$ cat config.mk
export PLATFORM = sky130hd
export DESIGN_NAME = dmem_bridge
export DESIGN_NICKNAME = d
export VERILOG_FILES = /design/src/rtl/dmem_bridge_pkg.sv /design/src/rtl/lane_align.sv /design/src/rtl/dmem_bridge.sv
export SDC_FILE = /design/constraint.sdc
export NUM_CORES = 1
export LEC_CHECK = 0
export ABC_CLOCK_PERIOD_IN_PS = 7000
export CORE_MARGIN = 5
export CORE_UTILIZATION = 51
export DETAILED_ROUTE_END_ITERATION = 16
export GPL_TIMING_DRIVEN = 1
export PLACE_DENSITY = 0.89
export SLEW_MARGIN = 20
export SYNTH_ARGS = -nofsm -noshare
export SYNTH_HDL_FRONTEND = slang
export SYNTH_HIERARCHICAL = 1
export SYNTH_SLANG_ARGS = --single-unit
$ cat constraint.sdc
create_clock -name Clk -period 7 [get_ports Clk]
set_input_delay 1.4 -clock Clk [delete_from_list [all_inputs] [get_ports Clk]]
set_output_delay 1.4 -clock Clk [all_outputs]
set_load 0.01 [all_outputs]
$ cat src/rtl/dmem_bridge_pkg.sv
// dmem_bridge_pkg: shared definitions for the data-memory bridge.
// Holds funct3 size encodings, the bridge FSM states and a size helper.
package dmem_bridge_pkg;

    localparam logic [2:0] SZ_B  = 3'b000;
    localparam logic [2:0] SZ_H  = 3'b001;
    localparam logic [2:0] SZ_W  = 3'b010;
    localparam logic [2:0] SZ_D  = 3'b011;
    localparam logic [2:0] SZ_BU = 3'b100;
    localparam logic [2:0] SZ_HU = 3'b101;
    localparam logic [2:0] SZ_WU = 3'b110;

    typedef enum logic [1:0] {
        S_IDLE,
        S_REQ,
        S_RSP,
        S_DONE
    } state_t;

    // Access size in bytes; 0 marks an encoding with no defined size.
    function automatic logic [3:0] size_bytes(input logic [2:0] size);
        case (size)
            SZ_B, SZ_BU: size_bytes = 4'd1;
            SZ_H, SZ_HU: size_bytes = 4'd2;
            SZ_W, SZ_WU: size_bytes = 4'd4;
            SZ_D:        size_bytes = 4'd8;
            default:     size_bytes = 4'd0;
        endcase
    endfunction

endpackage

$ cat src/rtl/lane_align.sv
// lane_align: combinational byte-lane steering for dmem_bridge.
// Ports: Size/Offset select the access; Wdata -> Wdata_rep and Be for
// stores; Rdata -> Rdata_ext for loads; Illegal/Misaligned flag bad
// accesses.
module lane_align
    import dmem_bridge_pkg::*;
#(
    parameter int DATA_W = 32
) (
    input  logic [2:0]                    Size,
    input  logic [$clog2(DATA_W/8)-1:0]   Offset,
    input  logic [DATA_W-1:0]             Wdata,
    input  logic [DATA_W-1:0]             Rdata,
    output logic [DATA_W-1:0]             Wdata_rep,
    output logic [DATA_W/8-1:0]           Be,
    output logic [DATA_W-1:0]             Rdata_ext,
    output logic                          Illegal,
    output logic                          Misaligned
);

    localparam int BE_W = DATA_W / 8;

    logic [3:0]        nbytes;
    logic [BE_W-1:0]   mask;
    logic [DATA_W-1:0] shifted;

    assign nbytes = size_bytes(Size);

    always_comb begin
        Illegal = 1'b0;
        unique case (Size)
            SZ_B, SZ_H, SZ_W, SZ_BU, SZ_HU: Illegal = 1'b0;
            SZ_D, SZ_WU: Illegal = (DATA_W != 64);
            default: Illegal = 1'b1;
        endcase
    end

    // Aligned when the offset has no bits below the access size.
    assign Misaligned = ((4'(Offset) & (nbytes - 4'd1)) != 4'd0);

    always_comb begin
        mask = '0;
        for (int i = 0; i < BE_W; i++) begin
            mask[i] = (4'(i) < nbytes);
        end
    end

    assign Be = mask << Offset;

    always_comb begin
        Wdata_rep = Wdata;
        unique case (nbytes)
            4'd1: Wdata_rep = {BE_W{Wdata[7:0]}};
            4'd2: Wdata_rep = {(BE_W/2){Wdata[15:0]}};
            4'd4: Wdata_rep = {(DATA_W/32){Wdata[31:0]}};
            default: Wdata_rep = Wdata;
        endcase
    end

    assign shifted = Rdata >> {Offset, 3'b000};

    always_comb begin
        Rdata_ext = shifted;
        unique case (Size)
            SZ_B:  Rdata_ext = DATA_W'($signed(shifted[7:0]));
            SZ_H:  Rdata_ext = DATA_W'($signed(shifted[15:0]));
            SZ_W:  Rdata_ext = DATA_W'($signed(shifted[31:0]));
            SZ_BU: Rdata_ext = DATA_W'(shifted[7:0]);
            SZ_HU: Rdata_ext = DATA_W'(shifted[15:0]);
            SZ_WU: Rdata_ext = DATA_W'(shifted[31:0]);
            default: Rdata_ext = shifted;
        endcase
    end

endmodule

$ cat src/rtl/dmem_bridge.sv
// dmem_bridge: MEM-stage load/store bridge to a req/gnt/rvalid memory.
// Ports: Req_* from MEM stage, Rsp_* completion back, Stall_o holds the
// pipeline, Flush_i drops the response, Dmem_* drive the data bus.
module dmem_bridge
    import dmem_bridge_pkg::*;
#(
    parameter int ADDR_W  = 32,
    parameter int DATA_W  = 32,
    parameter int TIMEOUT = 64
) (
    input  logic                Clk,
    input  logic                Reset_n,
    input  logic                Req_valid_i,
    input  logic                Req_we_i,
    input  logic [2:0]          Req_size_i,
    input  logic [ADDR_W-1:0]   Req_addr_i,
    input  logic [DATA_W-1:0]   Req_wdata_i,
    output logic                Req_ready_o,
    output logic                Rsp_valid_o,
    output logic [DATA_W-1:0]   Rsp_rdata_o,
    output logic                Rsp_err_o,
    output logic                Stall_o,
    input  logic                Flush_i,
    output logic                Dmem_req_o,
    output logic                Dmem_we_o,
    output logic [ADDR_W-1:0]   Dmem_addr_o,
    output logic [DATA_W-1:0]   Dmem_wdata_o,
    output logic [DATA_W/8-1:0] Dmem_be_o,
    input  logic                Dmem_gnt_i,
    input  logic                Dmem_rvalid_i,
    input  logic [DATA_W-1:0]   Dmem_rdata_i
);

    localparam int BE_W  = DATA_W / 8;
    localparam int OFF_W = $clog2(BE_W);
    localparam int TC_W  = (TIMEOUT > 1) ? $clog2(TIMEOUT) : 1;
    localparam logic [TC_W-1:0] TC_LAST = TC_W'(TIMEOUT - 1);

    state_t              state;
    logic [ADDR_W-1:0]   a_addr;
    logic                a_we;
    logic [2:0]          a_size;
    logic [DATA_W-1:0]   a_wdata;
    logic                drop;
    logic [TC_W-1:0]     tcnt;
    logic                rsp_valid_q;
    logic                rsp_err_q;
    logic [DATA_W-1:0]   rsp_rdata_q;

    logic                idle;
    logic                in_req;
    logic                timeout_hit;
    logic                drop_now;
    logic [2:0]          cur_size;
    logic [OFF_W-1:0]    cur_off;
    logic [DATA_W-1:0]   cur_wdata;
    logic [DATA_W-1:0]   wdata_rep;
    logic [BE_W-1:0]     be;
    logic [DATA_W-1:0]   rdata_ext;
    logic                illegal;
    logic                misaligned;

    assign idle   = (state == S_IDLE);
    assign in_req = (state == S_REQ);

    // One aligner serves both phases: the incoming request is checked in
    // IDLE, the latched access drives lanes and extraction afterwards.
    assign cur_size  = idle ? Req_size_i : a_size;
    assign cur_off   = idle ? Req_addr_i[OFF_W-1:0] : a_addr[OFF_W-1:0];
    assign cur_wdata = idle ? Req_wdata_i : a_wdata;

    lane_align #(
        .DATA_W (DATA_W)
    ) u_lane_align (
        .Size       (cur_size),
        .Offset     (cur_off),
        .Wdata      (cur_wdata),
        .Rdata      (Dmem_rdata_i),
        .Wdata_rep  (wdata_rep),
        .Be         (be),
        .Rdata_ext  (rdata_ext),
        .Illegal    (illegal),
        .Misaligned (misaligned)
    );

    assign timeout_hit = (TIMEOUT != 0) && (tcnt == TC_LAST);
    assign drop_now    = drop | Flush_i;

    always_ff @(posedge Clk or negedge Reset_n) begin
        if (!Reset_n) begin
            state       <= S_IDLE;
            a_addr      <= '0;
            a_we        <= 1'b0;
            a_size      <= '0;
            a_wdata     <= '0;
            drop        <= 1'b0;
            tcnt        <= '0;
            rsp_valid_q <= 1'b0;
            rsp_err_q   <= 1'b0;
            rsp_rdata_q <= '0;
        end else begin
            rsp_valid_q <= 1'b0;
            rsp_err_q   <= 1'b0;
            unique case (state)
                S_IDLE: begin
                    drop <= 1'b0;
                    if (Req_valid_i) begin
                        tcnt        <= '0;
                        rsp_rdata_q <= '0;
                        if (illegal || misaligned) begin
                            state       <= S_DONE;
                            rsp_valid_q <= 1'b1;
                            rsp_err_q   <= 1'b1;
                        end else begin
                            state   <= S_REQ;
                            a_addr  <= Req_addr_i;
                            a_we    <= Req_we_i;
                            a_size  <= Req_size_i;
                            a_wdata <= Req_wdata_i;
                        end
                    end
                end
                S_REQ: begin
                    tcnt <= tcnt + TC_W'(1);
                    drop <= drop_now;
                    // rvalid alongside gnt is not a response.
                    if (timeout_hit) begin
                        state       <= S_DONE;
                        rsp_valid_q <= !drop_now;
                        rsp_err_q   <= !drop_now;
                    end else if (Dmem_gnt_i) begin
                        state <= S_RSP;
                    end
                end
                S_RSP: begin
                    tcnt <= tcnt + TC_W'(1);
                    drop <= drop_now;
                    if (Dmem_rvalid_i) begin
                        state       <= S_DONE;
                        rsp_valid_q <= !drop_now;
                        rsp_rdata_q <= a_we ? '0 : rdata_ext;
                    end else if (timeout_hit) begin
                        state       <= S_DONE;
                        rsp_valid_q <= !drop_now;
                        rsp_err_q   <= !drop_now;
                    end
                end
                S_DONE: begin
                    state <= S_IDLE;
                    drop  <= 1'b0;
                end
                default: state <= S_IDLE;
            endcase
        end
    end

    assign Req_ready_o = idle;
    assign Rsp_valid_o = rsp_valid_q;
    assign Rsp_err_o   = rsp_err_q;
    assign Rsp_rdata_o = rsp_rdata_q;
    assign Stall_o     = in_req || (state == S_RSP) || (idle && Req_valid_i);

    assign Dmem_req_o   = in_req;
    assign Dmem_we_o    = in_req && a_we;
    assign Dmem_addr_o  = in_req ? {a_addr[ADDR_W-1:OFF_W], {OFF_W{1'b0}}} : '0;
    assign Dmem_wdata_o = in_req ? wdata_rep : '0;
    assign Dmem_be_o    = in_req ? be : '0;

endmodule

# [After elaboration in Yosys (flattened, before gate mapping)]
# Index checks and enable logic that the tools add are counted.
[totals] word_cells=89 in_bits=106 output_inout_bits=106 register_bits=111
[classes] mux=31 bitwise=3 n_shift=2 n_reduce_logical=21 n_lt_le_gt_ge=4 eq_ne=16 add_sub_neg=2
[ops] cell="32-bit two-way mux" n=6
[ops] cell="32-bit case mux with 2 select lines" n=2
[ops] cell="32-bit case mux with 4 select lines" n=1
[ops] cell="32-bit by 5-bit >> shifter with 32-bit output" n=1
[ops] cell="4-bit case mux with 4 select lines" n=1
[ops] cell="2-bit two-way mux" n=7
[ops] cell="6-bit case mux with 2 select lines" n=1
[ops] cell="2-bit OR reduction" n=5
[ops] cell="3-bit == test, second input constant" n=3
[ops] cell="3-bit AND reduction" n=3
[ops] cell="1-bit by 4-bit < comparator with 1-bit output, first input constant" n=2
[ops] cell="2-bit by 4-bit < comparator with 1-bit output, first input constant" n=2
[ops] cell="2-bit case mux with 4 select lines" n=1
[ops] cell="6-bit by 1-bit adder with 6-bit output, second input constant" n=1
[ops] cell="3-bit by 2-bit == test with 1-bit output, second input constant" n=2
[ops] cell="6-bit == test, second input constant" n=1
[ops] cell="1-bit two-way mux" n=6
[ops] cell="6-bit two-way mux" n=1
[ops] cell="1-bit case mux with 3 select lines" n=2
[ops] cell="5-bit OR reduction" n=1
[ops] cell="2-bit by 4-bit bitwise AND with 4-bit output" n=1
[ops] cell="2-bit == test, second input constant" n=2
[ops] cell="4-bit by 1-bit == test with 1-bit output, second input constant" n=1
[ops] cell="4-bit by 2-bit == test with 1-bit output, second input constant" n=1
[ops] cell="other kinds (20)" n=25

# [Logic depth before layout (Yosys ltp)]
[depth] depth_word=12 ltp_mapped=15 mapped_depth_nobuf=11

# [By module]
# The synthesis kept the hierarchy.
[by_module_without_submodules] module="dmem_bridge" area_each_um2=5400.2 seq_area_each_um2=2777.7 n_inst=1 cells_each=478
[by_module_without_submodules] module="lane_align" area_each_um2=1418.9 seq_area_each_um2=0.0 n_inst=1 cells_each=215

# [Worst setup path after synthesis]
# Ideal clock, no wire load.
[synth_timing] path_kind="input -> output" startpoint="input Req_size_i[0]" endpoint="output Dmem_be_o[2]" t_required_ns=5.600 t_arrival_ns=3.262 n_path_buf=2 setup_slack_ns=2.338 stages=8 path_cell_list="mux2_2 buf_2 or2_2 clkbuf_1 ha_1 or3_1 a221oi_2 and2_1"
[synth_between] elab_chain_cells=7 elab_cells_between_ends=18 classes_between="4 x order compare; 6 x eq/ne; 1 x shift; 3 x mux; 4 x reduce/logical"
[synth_rtl] item="start, declared" line_no="dmem_bridge.sv:15" rtl="input logic [2:0] Req_size_i,"
[synth_rtl] item="3-bit two-way mux (*)" line_no="dmem_bridge.sv:68" rtl="assign cur_size = idle ? Req_size_i : a_size;"
[synth_rtl] item="3-bit == test (tied with other cells)" line_no="dmem_bridge_pkg.sv:22" rtl="case (size)"
[synth_rtl] item="2-bit OR reduction" line_no="dmem_bridge_pkg.sv:22"
[synth_rtl] item="4-bit case mux with 4 select lines (*)" line_no="dmem_bridge_pkg.sv:22"
[synth_rtl] item="1-bit by 4-bit < comparator with 1-bit output or 2-bit by 4-bit < comparator with 1-bit output (tied branches)" line_no="lane_align.sv:44" rtl="mask[i] = (4'(i) < nbytes);"
[synth_rtl] item="4-bit by 2-bit left shift with 4-bit output (*)" line_no="lane_align.sv:48" rtl="assign Be = mask << Offset;"
[synth_rtl] item="net be[2]" line_no="dmem_bridge.sv:58" rtl="logic [BE_W-1:0] be;"
[synth_rtl] item="4-bit two-way mux (*)" line_no="dmem_bridge.sv:167" rtl="assign Dmem_be_o = in_req ? be : '0;"
[synth_rtl] item="end, declared" line_no="dmem_bridge.sv:28" rtl="output logic [DATA_W/8-1:0] Dmem_be_o,"
# The timed path passes the listed nets; every way through them passes the cells marked *.

# [Final worst setup path]
[layout_timing] startpoint="input Req_size_i[1]" endpoint="output Dmem_be_o[2]"
[layout_between] elab_chain_cells=7 elab_cells_between_ends=18 classes_between="4 x order compare; 6 x eq/ne; 1 x shift; 3 x mux; 4 x reduce/logical"
[layout_rtl] item="3-bit two-way mux (*)" line_no="dmem_bridge.sv:68"
[layout_rtl] item="net cur_size[1]" line_no="dmem_bridge.sv:54" rtl="logic [2:0] cur_size;"
[layout_rtl] item="3-bit == test (tied with other cells)" line_no="dmem_bridge_pkg.sv:22"
[layout_rtl] item="2-bit OR reduction" line_no="dmem_bridge_pkg.sv:22"
[layout_rtl] item="4-bit case mux with 4 select lines (*)" line_no="dmem_bridge_pkg.sv:22"
[layout_rtl] item="1-bit by 4-bit < comparator with 1-bit output or 2-bit by 4-bit < comparator with 1-bit output (tied branches)" line_no="lane_align.sv:44"
[layout_rtl] item="4-bit by 2-bit left shift with 4-bit output (*)" line_no="lane_align.sv:48"
[layout_rtl] item="net be[2]" line_no="dmem_bridge.sv:58"
[layout_rtl] item="4-bit two-way mux (*)" line_no="dmem_bridge.sv:167"
# Marks and branches as above.

==> key figures <==
GRT
  • Initial antenna violation count: 1
  • Total track usage: 23.67%
  • Number of global-route vias before repair: around 6000
  • Grt ovf: 0
  • Largest net degree at the start of global routing: 73
  • First-pass GRT wire length: 30.30 mm

Run
  • MaxCap Viol Count: 0

Finish
  • Final Cell Area: 9124 sq um
  • Final Util: 69.17%
  • Share of cells above drive strength 1: 16.96%
  • Layout area overhead: 33.80%
  • Fillers: 978
  • Layout Nets: 970

Setup path
  • Critical Path End Type: output pin
  • WP data required: about 5.6 ns
  • Worst setup SP type: primary input
  • Slowest CP cell: or2_2
  • Most Frequent Cell on Critical Path: clkdlybuf4s50_1
  • Arrival time worst endpoint: approximately 4.5 ns
  • Setup CP Type: in2out
  • Crit path cell chain: clkdlybuf4s50_1 -> mux2_2 -> or2_2 -> inv_2 -> ha_1 -> nor3_1 -> a221oi_2 -> and2_1 -> clkdlybuf4s50_1
  • Worst-path fanout max: 34
  • CP peak stage delay: 0.54 ns
  • Crit path launch: Req_size_i[1]
  • Start of the worst register-to-register path: state[0]

Yosys
  • Mapped Area: 6819 sq um
  • Post-synth ARST share: 100.0%
  • Primary FF master, synth: dfrtp_1
  • Sequential-to-total area share from yosys stat: roughly two fifths
  • Syn. warnings: 6
  • Syn_area_per_cell: ~9.8 sq um
  • Post-Syn Instances: 693
  • Flop and latch count out of synthesis: 111
  • Post-synth EDFFs: 0
  • Synth cell types: 58

Floorplanning
  • Io pins: 212
  • Die area: about 16000 sq um
  • Rows: 42
  • Core Box Area: about 13000 sq um
  • Die Ht: 125.6 microns
  • Initial Util: about half
  • Die Wd: 125.6 microns

Timing
  • Final setup violation count: 0
  • RSZ-0062 raised after global routing: false
  • Clk_skew: 0.008121 ns
  • Fin. max-slew vios: 0
  • Final Critical Period: 5.874 ns
  • Setup TNS: 0 ns
  • Worst Max-Slew Pin Slew: 1.052 ns
  • Hold Vio Cnt, Final: 0
  • Tcrit/Tclk final: between 80% and 90%
  • Slew margin rel.: 29.89%
  • F_max: 170.3 MHz
  • Hold slack: 0.4665 ns

Clock tree
  • CTS-repair resized insts: 0
  • CTS tree: yes
  • CTS sink cnt: 111
  • Root buf cell: clkbuf_16
  • Clk pin slew, worst setup/hold paths: 0.07 ns
  • Hold Buf Count CTS: 0
  • Worst skew pair latency: 0.36 ns
  • H-Tree Depth: 3
  • Clock Path Buffers: 2
  • CTS Buf Count: 9
  • Post-CTS setup buffers: 0

Drt
  • Routed WL: ~19 mm
  • Via/cell ratio: 5.528
  • DR DRC count: 0
  • Routed WL per cell: 18.06 microns
  • Initial DRC count: 404
  • First-pass DRT Iterations: 5
  • Vias: around 5700
  • Post-route ant nets: 0

Worst hold path
  • Worst hold path type: reg2reg
  • Hold Startpoint: Rsp_rdata_o[23]

Place
  • Placed cell areas: 8818 sq um
  • Number of port buffers: 209
  • RD Place Congestion: 0.8838
  • Detailed Place HPWL: 13.62 mm

Power
  • Cell Pwr Density: between 400 and 500 nW/um^2
  • Peak VDD IR: 0.2383 mV
  • Total Power: about 4.2 mW
  • Static leakage: 3.994 nW

Outcome
  • Status: finished, final reports clean
-- power breakdown --
part	internal (mW)	switching, mW
sequential	0.929	0.143
combinational	1.25	1.34
clock	0.283	0.251
total	2.46	1.73
-- worst max-delay path: cells and delay by family --
family,cells,cell delay (ns)
buffers and inverters,3,1.26
AND/OR/NAND/NOR,3,0.76
multiplexers,1,0.53
AO/OA/AOI/OAI,1,0.26
adder cells (fa/ha/maj),1,0.24
-- flip-flops by register name, indices dropped and copies added (netlist names) --
name / flops
Rsp_err_o: 1
tcnt: 6
Rsp_valid_o: 1
drop: 1
a_wdata: 32
Rsp_rdata_o: 32
a_addr: 32
state: 2
a_we: 1
a_size: 3
-- layout make-up --
cell class | count | area (sq um) | share of cell area, %
Antenna cell | 1 | 2.502 | 0.02743
Clock buffer | 9 | 225.2 | 2.468
Clock inverter | 7 | 77.57 | 0.8502
Inverter | 8 | 30.03 | 0.3291
Multi-Input combinational cell | 513 | 3659 | 40.10
Sequential cell | 111 | 2778 | 30.44
Tap cell | 176 | 220.2 | 2.414
Timing Repair Buffer | 213 | 2132 | 23.37
-- per-layer routing --
layer	global-route usage (%)	vias to the layer above	part of all wire (%)
li1	-	2713	-
met1	29.36	2737	40
met2	38.77	254	48
met3	8.425	34	10
met4	7.653	0	2.0
met5	0	-	0
-- stage by stage --
| stage | std cells | setup slack (ns) |
|---|---|---|
| 4_1_cts | 1037 | 1.129 |
| 6_report | 1038 | 1.126 |
| 3_5_place_dp | 1021 | 1.128 |
| 2_1_floorplan | 694 | 2.338 |
| 3_3_place_gp | 1021 | 1.175 |
| 5_1_grt | 1038 | 0.9339 |
-- cell usage in the layout, fill, tap and decap left out, drive strengths merged, types with 13 or more instances in the layout --
| master | count |
|---|---|
| clkdlybuf4s50 | 208 |
| nand3 | 40 |
| a21oi | 13 |
| nor2 | 13 |
| nand2 | 129 |
| nand4 | 16 |
| mux2i | 17 |
| mux2 | 131 |
| and2 | 67 |
| o21ai | 23 |
| dfrtp | 111 |
-- synth_stat cells (7+ instances only) --
| master | instances | share of area, % |
|---|---|---|
| a21oi_1 | 12 | 0.88 |
| a221oi_1 | 7 | 0.90 |
| and2_1 | 67 | 6.1 |
| buf_2 | 21 | 1.5 |
| buf_4 | 17 | 1.9 |
| clkbuf_1 | 16 | 0.88 |
| dfrtp_1 | 111 | 41 |
| ha_1 | 8 | 1.5 |
| inv_1 | 7 | 0.39 |
| mux2_1 | 22 | 3.6 |
| mux2_2 | 108 | 18 |
| mux2i_1 | 17 | 2.5 |
| nand2_1 | 127 | 7.0 |
| nand3_1 | 40 | 2.9 |
| nand4_1 | 16 | 1.5 |
| nor2_1 | 13 | 0.72 |
| o21ai_0 | 7 | 0.51 |
| o21ai_1 | 16 | 1.2 |
-- cell families after synthesis --
kind of cell    after synthesis  synth area share, %
compound gates               59                5.468
xor+xnor                      1               0.1285
fa+ha+maj                     8                1.468
buf+inv                      70                5.853
flops                       111                40.73
mux                         148                24.18
other cells                   1              0.05499
simple gates                295                22.11
-- worst paths after layout --
check                                  end  slack, ns  cells after the start
setup reg to reg                 a_addr[5]       2.40                     11
setup / recovery              Dmem_be_o[2]       1.13                      9
max in group asynchronous      a_wdata[20]       4.66                      2
hold / removal             Rsp_rdata_o[23]       0.47                      2
min in group asynchronous       a_addr[12]       1.02                      1
hold reg to reg            Rsp_rdata_o[23]       0.47                      2
Power figures use the tool's default switching activity.
